`config.mk`:
```
export PLATFORM = sky130hd
export DESIGN_NAME = riscv_ifetch
export DESIGN_NICKNAME = d
export VERILOG_FILES = /design/src/rtl/riscv_ifetch.sv
export SDC_FILE = /design/constraint.sdc
export NUM_CORES = 1
export LEC_CHECK = 0
export BUFFER_PORTS_ARGS = -buffer_cell sky130_fd_sc_hd__buf_2
export CORE_MARGIN = 2
export CORE_UTILIZATION = 40
export CTS_BUF_LIST = sky130_fd_sc_hd__clkbuf_8
export CTS_CLUSTER_SIZE = 20
export DETAILED_ROUTE_END_ITERATION = 8
export GPL_ROUTABILITY_DRIVEN = 0
export PLACE_DENSITY = 0.69
export SYNTH_ARGS = -nofsm -noshare
export SYNTH_HDL_FRONTEND = slang
export SYNTH_SLANG_ARGS = --single-unit
export TNS_END_PERCENT = 5
```
`constraint.sdc`:
```
create_clock -name clk -period 3.64 [get_ports clk]
set_input_delay 0.546 -clock clk [delete_from_list [all_inputs] [get_ports clk]]
set_output_delay 0.546 -clock clk [all_outputs]
set_load 0.1 [all_outputs]
```
`src/rtl/riscv_ifetch.sv`:
```
// Instruction fetch: sequential prefetch into a 2-entry FIFO toward decode, with redirect flush.
// Latency: 2 cycles request-to-if_valid, 3 cycles redirect-to-if_valid; 1 instruction/cycle sustained.
// Backpressure: id_ready=0 holds the head stable and stops requests once FIFO plus in-flight reach 2.
// Optional build macro IFETCH_MISALIGN_CHECK_EN: misaligned redirect targets become one fault entry
// and stall fetch until the next redirect; without it target bits [1:0] are cleared and if_fault is 0.
module riscv_ifetch #(
  parameter int unsigned         PC_WIDTH   = 32,
  parameter int unsigned         INST_WIDTH = 32,
  parameter logic [PC_WIDTH-1:0] RESET_PC   = '0
) (
  input  logic                  clk,
  input  logic                  reset_n,
  output logic                  imem_rd_en,
  output logic [PC_WIDTH-1:0]   imem_addr,
  input  logic [INST_WIDTH-1:0] imem_rdata,
  input  logic                  redirect_valid,
  input  logic [PC_WIDTH-1:0]   redirect_pc,
  output logic                  if_valid,
  output logic [INST_WIDTH-1:0] if_inst,
  output logic [PC_WIDTH-1:0]   if_pc,
  output logic                  if_fault,
  input  logic                  id_ready
);

  typedef struct packed {
    logic [PC_WIDTH-1:0]   pc;
    logic [INST_WIDTH-1:0] inst;
    logic                  fault;
  } entry_t;

  // Architectural state
  entry_t                fifo_q [2];
  logic                  rd_ptr_q;
  logic                  wr_ptr_q;
  logic [1:0]            count_q;
  logic                  inflight_q;
  logic [PC_WIDTH-1:0]   inflight_pc_q;
  logic [PC_WIDTH-1:0]   fetch_pc_q;
  logic                  halted_q;

  // Combinational helpers
  entry_t                head;
  entry_t                fault_entry;
  logic                  pop;
  logic                  full;
  logic                  req;
  logic [2:0]            occ_sum;
  logic [PC_WIDTH-1:0]   redirect_tgt;
  logic                  misaligned;

`ifdef IFETCH_MISALIGN_CHECK_EN
  assign redirect_tgt = redirect_pc;
  assign misaligned   = (redirect_pc[1:0] != 2'b00);
  assign if_fault     = if_valid & head.fault;
`else
  // Target is forced word-aligned, so the low bits and the stored fault flag are never observed.
  logic unused_bits;
  assign unused_bits  = ^{redirect_pc[1:0], head.fault};
  assign redirect_tgt = {redirect_pc[PC_WIDTH-1:2], 2'b00};
  assign misaligned   = 1'b0;
  assign if_fault     = 1'b0;
`endif

  // Head presentation, handshake, and request eligibility
  always_comb begin
    head        = fifo_q[rd_ptr_q];
    fault_entry = '0;
    fault_entry.pc    = redirect_pc;
    fault_entry.fault = 1'b1;
    pop         = (count_q != 2'd0) && id_ready;
    full        = (count_q == 2'd2);
    // Slot freed by this cycle's pop is reusable, which keeps one request per cycle in steady state.
    occ_sum     = {1'b0, count_q} + {2'b00, inflight_q} - {2'b00, pop};
    // A redirecting cycle issues nothing: its response would be discarded anyway.
    req         = reset_n && !halted_q && !redirect_valid && !full && (occ_sum < 3'd2);
  end

  assign imem_rd_en = req;
  assign imem_addr  = req ? fetch_pc_q : '0;

  assign if_valid = (count_q != 2'd0);
  assign if_inst  = if_valid ? head.inst : '0;
  assign if_pc    = if_valid ? head.pc   : '0;

  // Fetch pointer, in-flight tracking, FIFO update and halt flag; redirect overrides everything
  always_ff @(posedge clk or negedge reset_n) begin
    if (!reset_n) begin
      fetch_pc_q    <= RESET_PC;
      inflight_q    <= 1'b0;
      inflight_pc_q <= '0;
      rd_ptr_q      <= 1'b0;
      wr_ptr_q      <= 1'b0;
      count_q       <= 2'd0;
      halted_q      <= 1'b0;
      for (int i = 0; i < 2; i++) begin
        fifo_q[i] <= '0;
      end
    end else if (redirect_valid) begin
      // Flush queue and drop any response due next cycle; a coincident pop needs no extra handling.
      fetch_pc_q <= redirect_tgt;
      inflight_q <= 1'b0;
      rd_ptr_q   <= 1'b0;
      if (misaligned) begin
        fifo_q[0] <= fault_entry;
        wr_ptr_q  <= 1'b1;
        count_q   <= 2'd1;
        halted_q  <= 1'b1;
      end else begin
        wr_ptr_q  <= 1'b0;
        count_q   <= 2'd0;
        halted_q  <= 1'b0;
      end
    end else begin
      inflight_q <= req;
      if (req) begin
        inflight_pc_q <= fetch_pc_q;
        fetch_pc_q    <= fetch_pc_q + PC_WIDTH'(4);
      end
      if (inflight_q) begin
        fifo_q[wr_ptr_q].pc    <= inflight_pc_q;
        fifo_q[wr_ptr_q].inst  <= imem_rdata;
        fifo_q[wr_ptr_q].fault <= 1'b0;
        wr_ptr_q               <= ~wr_ptr_q;
      end
      if (pop) begin
        rd_ptr_q <= ~rd_ptr_q;
      end
      count_q <= count_q + {1'b0, inflight_q} - {1'b0, pop};
    end
  end

endmodule

```
### Yosys cells after proc, flatten, opt, wreduce, memory -nomap -nowiden

Index checks and enable logic that the tools add are counted.

| word-level totals | value |
|---|---|
| flip-flop bits (word level) | 199 |
| bits in latches | 0 |
| bits in writable memories | 0 |
| bits in read-only memories | 0 |
| input bits | 68 |
| output and inout bits | 99 |
| word-level logic and storage cells | 63 |
| memories | 0 |

| cells by class | value |
|---|---|
| add/subtract/negate cells | 5 |
| multiply operators | 0 |
| div/mod/pow operators | 0 |
| $lt $le $gt $ge | 4 |
| equal/unequal tests | 1 |
| shift operators | 0 |
| muxes and demuxes | 23 |
| bitwise operators | 5 |
| reductions and logical operators | 13 |

Operator list:

| kind | count |
|---|---|
| bitwise mux 130 bit | 3 |
| two-way mux 65 bit | 4 |
| demux 65 bit (select 1 bit) | 3 |
| two-way mux 32 bit | 5 |
| two-way mux 33 bit | 1 |
| adder 32 x 3 -> 32 bit (second input constant) | 1 |
| nonzero test 2 bit | 4 |
| two-way mux 1 bit | 6 |
| logical AND 1 bit | 5 |
| >= comparator 2 bit (second input constant) | 2 |
| inverter 1 -> 2 bit | 2 |
| AND reduction 2 bit | 2 |
| adder 2 x 1 -> 3 bit | 1 |
| less-than comparator 3 x 2 -> 1 bit (second input constant) | 1 |
| inverter 1 bit | 3 |
| subtractor 3 x 1 -> 3 bit | 1 |
| adder 2 x 1 -> 2 bit | 1 |
| == test 2 bit (second input constant) | 1 |
| zero test 1 bit | 2 |
| less-than comparator 2 x 1 -> 1 bit (second input constant) | 1 |
| two-way mux 2 bit | 1 |
| subtractor 2 x 1 -> 2 bit | 1 |

### Logic depth before layout (Yosys ltp)

Gate-level depths: netlist (run 1).

| depth | value |
|---|---|
| depth in word-level cells | 8 |
| gate-level depth with buffers | 15 |
| gate-level depth less buffers | 12 |

### Least setup slack after synthesis (run 1)

Ideal clock, no wire load.

| timing | value |
|---|---|
| path type | reg2out |
| start | reg count_q[1] |
| end | out imem_addr[22] |
| data arrival time | 5,084 ps |
| data required time | 3,094 ps |
| path slack | -1,990 ps |
| cell stages (with the launch flop) | 15 |
| path buffers | 2 |
| cells stage by stage | dfrtp_1 nor2_1 inv_1 and2_1 ha_1 inv_1 ha_1 inv_1 fa_1 or2_1 buf_2 a21o_1 nor2_1 clkbuf_1 and2_1 |

| between the ends | value |
|---|---|
| word-level cells in the longest chain between the ends | 6 |
| elaborated cells between the ends (all ways) | 10 |
| classes of those cells | add/sub: 2; order compare: 1; eq/ne: 1; mux: 1; reduce/logical: 5 |

Ends and longest elaborated chain:

| what | line | source |
|---|---|---|
| start: declaration | 35 | `logic [1:0] count_q;` |
| start signal: assignment | 128 | `count_q <= count_q + {1'b0, inflight_q} - {1'b0, pop};` |
| nonzero test 2 bit | n/a |  |
| via if_valid | 18 | `output logic if_valid,` |
| logical AND 1 bit | 70 | `pop = (count_q != 2'd0) && id_ready;` |
| subtractor 3 x 1 -> 3 bit | 73 | `occ_sum = {1'b0, count_q} + {2'b00, inflight_q} - {2'b00, pop};` |
| less-than comparator 3 x 2 -> 1 bit | 75 | `req = reset_n && !halted_q && !redirect_valid && !full && (occ_sum < 3'd2);` |
| logical AND 1 bit | 75 |  |
| via imem_rd_en | 13 | `output logic imem_rd_en,` |
| two-way mux 32 bit | 79 | `assign imem_addr = req ? fetch_pc_q : '0;` |
| end: declaration | 14 | `output logic [PC_WIDTH-1:0] imem_addr,` |

The timed path passes the listed nets, and every way through them passes these cells.

### Worst setup path after layout (run 1)

| timing | value |
|---|---|
| start | reg count_q[1] |
| end | out imem_addr[17] |

| between the ends | value |
|---|---|
| word-level cells in the longest chain between the ends | 6 |
| elaborated cells between the ends (all ways) | 10 |
| classes of those cells | add/sub: 2; order compare: 1; eq/ne: 1; mux: 1; reduce/logical: 5 |

Ends and longest elaborated chain:

| what | line |
|---|---|
| parallel branches: the longest is 4 deep, another holds adder 2 x 1 -> 3 bit | n/a |
| logical AND 1 bit * | 75 |
| two-way mux 32 bit * | 79 |

Every way passes the cells marked *.

==> flow_summary.toml, run 1 <==
[layout]
drive_gt1_share_pct = 46.1
area_growth_pct = 25.5
layout.nets = 987
final_common_cell = "dfrtp_1"
antennaDiodeCount = 0
mostFrequentLayoutCells = "dfrtp_1 (186), mux2_2 (154), buf_2 (127)"

[critical_path]
reg2reg_depth = 13
worstSetupPathType = "register to output port"
endpoint_kind = "output port"
r2r_slack_ns = 0.21
cp_data_arrival_time_ns = 3.21
start_kind = "register"
critical_path_required_ns = 3.09
path_max_fanout = 11
reg2reg_from = "count_q[1]"
timing.rr.end = "fetch_pc_q[28]"

[synth]
yosysUniqueCellTypes = 48
ys_seq_area_share_pct = 52.6
yosys.area_share.simple_pct = 12.2
muxShareOfSynthArea_pct = 26.4
ys_warn_count = 0
ys_seq_elements = 189
synth_top_flop_cell = "dfrtp_1"
syn-mean-instance-area_sq_um = 11.9
synth_edf_count = 0
synthesis.area_sq_um = 9000
synth_fa_ha_area_share_pct = 0.640
postSynthCellCount = 753
async_reset_ff_share_pct = 100
synth_compound_area_share_pct = 4.58
synth-xor-area-share_pct = 0.876
synth_top_family_by_area = "multiplexers"

[timing]
fmax_mhz = 266
skew_ns = 0.0162
tightest_slew_ns = 0.991
relSlewSlack_pct = 34.0
period_needed_ns = 3.76
hold_viol = 0
setup_ws_ns = -0.118
fin_crit_sh_pct = 103
rsz0062_at_grt = "true"
maxSlewViolCount = 0
setup_viol = 30

[power_and_ir_drop]
max-vdd-ir-drop_mv = 0.515
leakage_nw = 5.01
powerDensity_nw_per_um2 = 987
finalPower_w = 0.0111

[worst_hold_path]
hold_path.class = "input port to async pin"

[cts]
cts_buffers = 17
h-tree-depth = 4
postCtsHoldBufs = 0
clockBufferDepth = 2
clk_pin_slew_ns = 0.11
insertion_delay_ns = 0.46
cts_tree = "done"
cts_sinks = 189
root_buffer = "clkbuf_8"

[die]
die_h_um = 154
dieArea_sq_um = 23700
start_util_pct = 41.0
core_sq_um = 22000
fp-row-count = 54
pin_count = 167
die_w_um = 154

[run_status]
violations = "setup timing"
outcome = "complete, but fails checks"

[placed_design]
dp_hpwl_um = 14300
portBuffers = 159
preCtsSetupSlack_ns = 0.121

[detailed_routing]
wire_per_inst_um = 18.1
wirelength_um = 21800
routed_via_density = 5.30
antenna_left = 0
first_pass_iters = 4
num_vias = 6401
drc = 0
drt-initial-drc-count = 394

[global_routing]
grt_max_degree = 80
antenna_found_initial = 0
grt_overflow = 0
grt_pass1_wl_um = 34700
gr-usage-all-layers_pct = 18.6
grt_pass1_vias = 6479

[job]
drv_cap = 0
==> stage by stage <==
| stage | util [%] | TNS (ns) | hold slack [ns] | instances | area, sq um |
|---|---|---|---|---|---|
| floorplan | - | -12.36 | 0.250 | 757 | 9170 |
| global placement | 48.9 | 0 | 0.486 | 1163 | 10700 |
| detailed placement | 48.9 | 0 | 0.494 | 1163 | 10700 |
| CTS | 51.6 | -4.13 | 0.269 | 1207 | 11300 |
| global route | 51.4 | -8.07 | 0.270 | 1207 | 11300 |
| finish | 51.4 | -3.23 | 0.279 | 1207 | 11300 |
==> metal layers <==
| metal | wire (um) | vias to the layer above | part of all wire [%] | track usage (%) |
|---|---|---|---|---|
| met4 | 349 | 0 | 1.6 | 5.74 |
| met5 | 0 | - | 0 | 0 |
| li1 | - | 3008 | - | - |
| met1 | 9830 | 3211 | 45 | 24.8 |
| met2 | 10700 | 161 | 49 | 30.7 |
| met3 | 894 | 21 | 4.1 | 3.75 |
==> layout make-up <==
class | instances | area, sq um
flip-flops and latches | 189 | 4740
well taps | 280 | 350
multi-input cells | 510 | 4180
clock buffers | 20 | 275
repair buffers | 191 | 1610
fillers | 1931 | 10700
clock inverters | 11 | 108
inverters | 6 | 26.3
==> critical path, stage by stage (launching register included) <==
cell,delay (ns)
dfrtp_2,0.44
nor2_4,0.14
clkinvlp_4,0.10
and2_4,0.15
ha_4,0.21
inv_2,0.06
ha_4,0.11
inv_2,0.03
fa_2,0.58
nand2_4,0.05
a21o_1,0.18
nor2_4,0.19
buf_8,0.18
and2_4,0.16
buf_12,0.17
==> cells in the mapped netlist (all sizes together) (6+ instances only) <==
library cell | count | area, sq um
dfrtp | 189 | 4730
mux2 | 154 | 1730
nor2 | 88 | 330
mux2i | 64 | 641
clkbuf | 39 | 146
and2 | 32 | 200
nand2 | 24 | 92.6
nand3 | 19 | 105
o21ai | 16 | 80.1
buf | 13 | 76.3
a31oi | 11 | 68.8
or4 | 11 | 82.6
nand4 | 9 | 56.3
o31ai | 8 | 60.1
xnor2 | 8 | 70.1
inv | 6 | 22.5
nor2b | 6 | 37.5
==> sequential cells by signal, indices dropped and copies added, names as in the netlist <==
| register | cells |
|---|---|
| count_q | 2 |
| inflight_q | 1 |
| wr_ptr_q | 1 |
| inflight_pc_q | 30 |
| fifo_q | 124 |
| rd_ptr_q | 1 |
| fetch_pc_q | 30 |
==> power by group <==
part / switching (W) / total (W) / internal [W] / leakage (nW)
Sequential: 0.000617 / 0.00359 / 0.00297 / 2.32
Clock: 0.000764 / 0.00136 / 0.000599 / 0.180
Combinational: 0.00422 / 0.00618 / 0.00196 / 2.51
==> worst max path at each step <==
stage	end	depth (start not counted)	start
floorplan	imem_addr[22]	14	count_q[1]
global placement	imem_addr[10]	13	id_ready
detailed placement	imem_addr[10]	14	count_q[1]
CTS	imem_addr[17]	15	count_q[0]
global route	imem_addr[2]	14	count_q[1]
finish	imem_addr[17]	14	count_q[1]
==> cells by family after synthesis <==
kind of cell	count (synthesis)
AND/OR/NAND/NOR	215
flip-flops	189
adder cells (fa/ha/maj)	4
XOR/XNOR	9
other	1
buffers and inverters	58
AO/OA/AOI/OAI	59
multiplexers	218
==> what timing repair did <==
| action | in CTS | in global routing |
|---|---|---|
| buffers inserted | 10 | 3 |
| setup endpoints to repair | 31 | 31 |
| endpoints found under the hold margin | 0 | 0 |
| resized for setup | 9 | 1 |
| cloned | 3 | 0 |
| pin swaps | 4 | 3 |
No activity file was read; power rests on OpenSTA's default activity.
==> inputs of run 2 (changes only) <==
ABC_CLOCK_PERIOD_IN_PS = 3640   (was default)
CORE_ASPECT_RATIO = 0.5   (was default)
GPL_TIMING_DRIVEN = 1   (was default)
==> flow_summary.toml, run 2 (synthesis gave the netlist of run 1 again) <==
[critical_path]
start_kind = "register"
worstSetupPathType = "register to output port"
cp_data_arrival_time_ns = 3.31
endpoint_kind = "output port"
critical_path_required_ns = 3.09
path_max_fanout = 6
reg2reg_depth = 17

[layout]
final_common_cell = "dfrtp_1"
top_regs = "fifo_q x124, fetch_pc_q x30, inflight_pc_q x30"
drive_gt1_share_pct = 46.0
layout.nets = 983
largest_reg_flops = 124
fin_area_sq_um = 11400
area_growth_pct = 26.5
top_register = "fifo_q"
fin_cells = 1224
mostFrequentLayoutCells = "dfrtp_1 (186), mux2_2 (154), buf_2 (127)"
antennaDiodeCount = 0

[timing]
setup_ws_ns = -0.220
maxSlewViolCount = 0
setup_viol = 31
fin_crit_sh_pct = 106
skew_ns = 0.0177
hold_viol = 0
period_needed_ns = 3.86
tightest_slew_ns = 1.10
rsz0062_at_grt = "true"
holdWs_ns = 0.236
fmax_mhz = 259
relSlewSlack_pct = 26.2

[global_routing]
grt_max_degree = 167
grt_pass1_wl_um = 35000
gr-usage-all-layers_pct = 19.1
grt_overflow = 0
antenna_found_initial = 0
grt_pass1_vias = 6557

[power_and_ir_drop]
p_seq_share_pct = 31.6
leakage_nw = 5.05
max-vdd-ir-drop_mv = 0.560
p_sw_w = 0.00569
finalPower_w = 0.0113
clkPwrFrac_pct = 12.9
combPwrFrac_pct = 55.5
powerDensity_nw_per_um2 = 993
cellInternalPower_w = 0.00561
swShare_pct = 50.3

[placed_design]
portBuffers = 159
dp.cells = 1175
preCtsSetupSlack_ns = 0.138
postPlaceCellArea_sq_um = 10700
dp_hpwl_um = 14000

[detailed_routing]
num_vias = 6532
routed_via_density = 5.34
first_pass_iters = 5
antenna_left = 0
wirelength_um = 22100
wire_per_inst_um = 18.0
drc = 0
drt-initial-drc-count = 463

[cts]
cts_tree = "done"
cts_buffers = 17
h-tree-depth = 4
clockBufferDepth = 2
root_buffer = "clkbuf_8"
insertion_delay_ns = 0.47
cts_sinks = 189
clk_pin_slew_ns = 0.10

[die]
fp-row-count = 38
pin_count = 167
die_w_um = 216
die_h_um = 110
dieArea_sq_um = 23800
core_sq_um = 21900
start_util_pct = 41.1

[job]
drv_cap = 0

[worst_hold_path]
hold_path.class = "input port to async pin"

[run_status]
outcome = "complete, but fails checks"
violations = "setup timing"
==> run 2: changes by cell type in the layout (fill, tap and decap cells not counted), moves of 2 or more <==
cell and delta:
clkbuf_8 -3, clkinv_4 +2, inv_8 +4, buf_12 +5
clkinvlp_4 -5, buf_4 -9
==> run 2: power groups by stage <==
stage	Combinational (W)	Sequential [W]	Clock, W
after detailed placement	0.00602	0.00362	0
after CTS	0.00632	0.00357	0.00150
after global placement	0.00593	0.00355	0
final	0.00627	0.00357	0.00146
after floorplan	0.00497	0.00337	0
after global routing	0.00656	0.00369	0.00160
==> run 2: layout make-up <==
type                    count  area (sq um)
fillers                  1928         10500
well taps                 300           375
multi-input cells         510          4190
clock inverters            15           183
flip-flops and latches    189          4740
repair buffers            187          1630
inverters                   6          26.3
clock buffers              17           234
==> run 2: metrics by stage <==
| stage | TNS [ns] | utilization [%] |
|---|---|---|
| 2_1_floorplan | -12.36 | - |
| 3_5_place_dp | 0 | 49.0 |
| 3_3_place_gp | 0 | 49.0 |
| 5_1_grt | -9.21 | 52.0 |
| 4_1_cts | -6.47 | 52.1 |
| 6_report | -5.33 | 52.0 |
==> run 2: metal layers <==
metal	track usage (%)	share of wire (%)	up-vias
met2	33.1	49	155
met1	24.4	45	3356
met3	3.43	3.6	27
met4	6.41	2.1	0
li1	-	-	2994
met5	0	0	-
==> run 2: worst paths after layout <==
kind / startpoint / endpoint / slack, ns
setup / recovery: count_q[1] / imem_addr[11] / -0.22
hold / removal: reset_n / fetch_pc_q[19] / 0.24
setup reg to reg: count_q[1] / inflight_pc_q[6] / 0.19
hold reg to reg: fifo_q[87] / fifo_q[87] / 0.51
max in group asynchronous: reset_n / count_q[1] / 2.01
min in group clk: redirect_pc[2] / fetch_pc_q[2] / 0.28
==> run 2: repair_timing <==
action                     CTS  global route
gates resized for setup     10             3
hold endpoints to repair    23             0
cloned                       4             0
setup endpoints to repair   31            31
buffers inserted            11             3
hold buffers                 1             0
pin swaps                    6             4
==> run 2: critical path, cell delays in order (launching register included) <==
cell and delay, ns:
dfrtp_2 0.44, nor2_4 0.14, clkinvlp_4 0.10, and2_4 0.15, ha_4 0.21, inv_2 0.06
ha_4 0.12, inv_2 0.03, fa_2 0.57, nand2_4 0.06, a21o_1 0.19, nor2_4 0.15
buf_6 0.16, buf_12 0.14, and2_4 0.16, buf_12 0.17
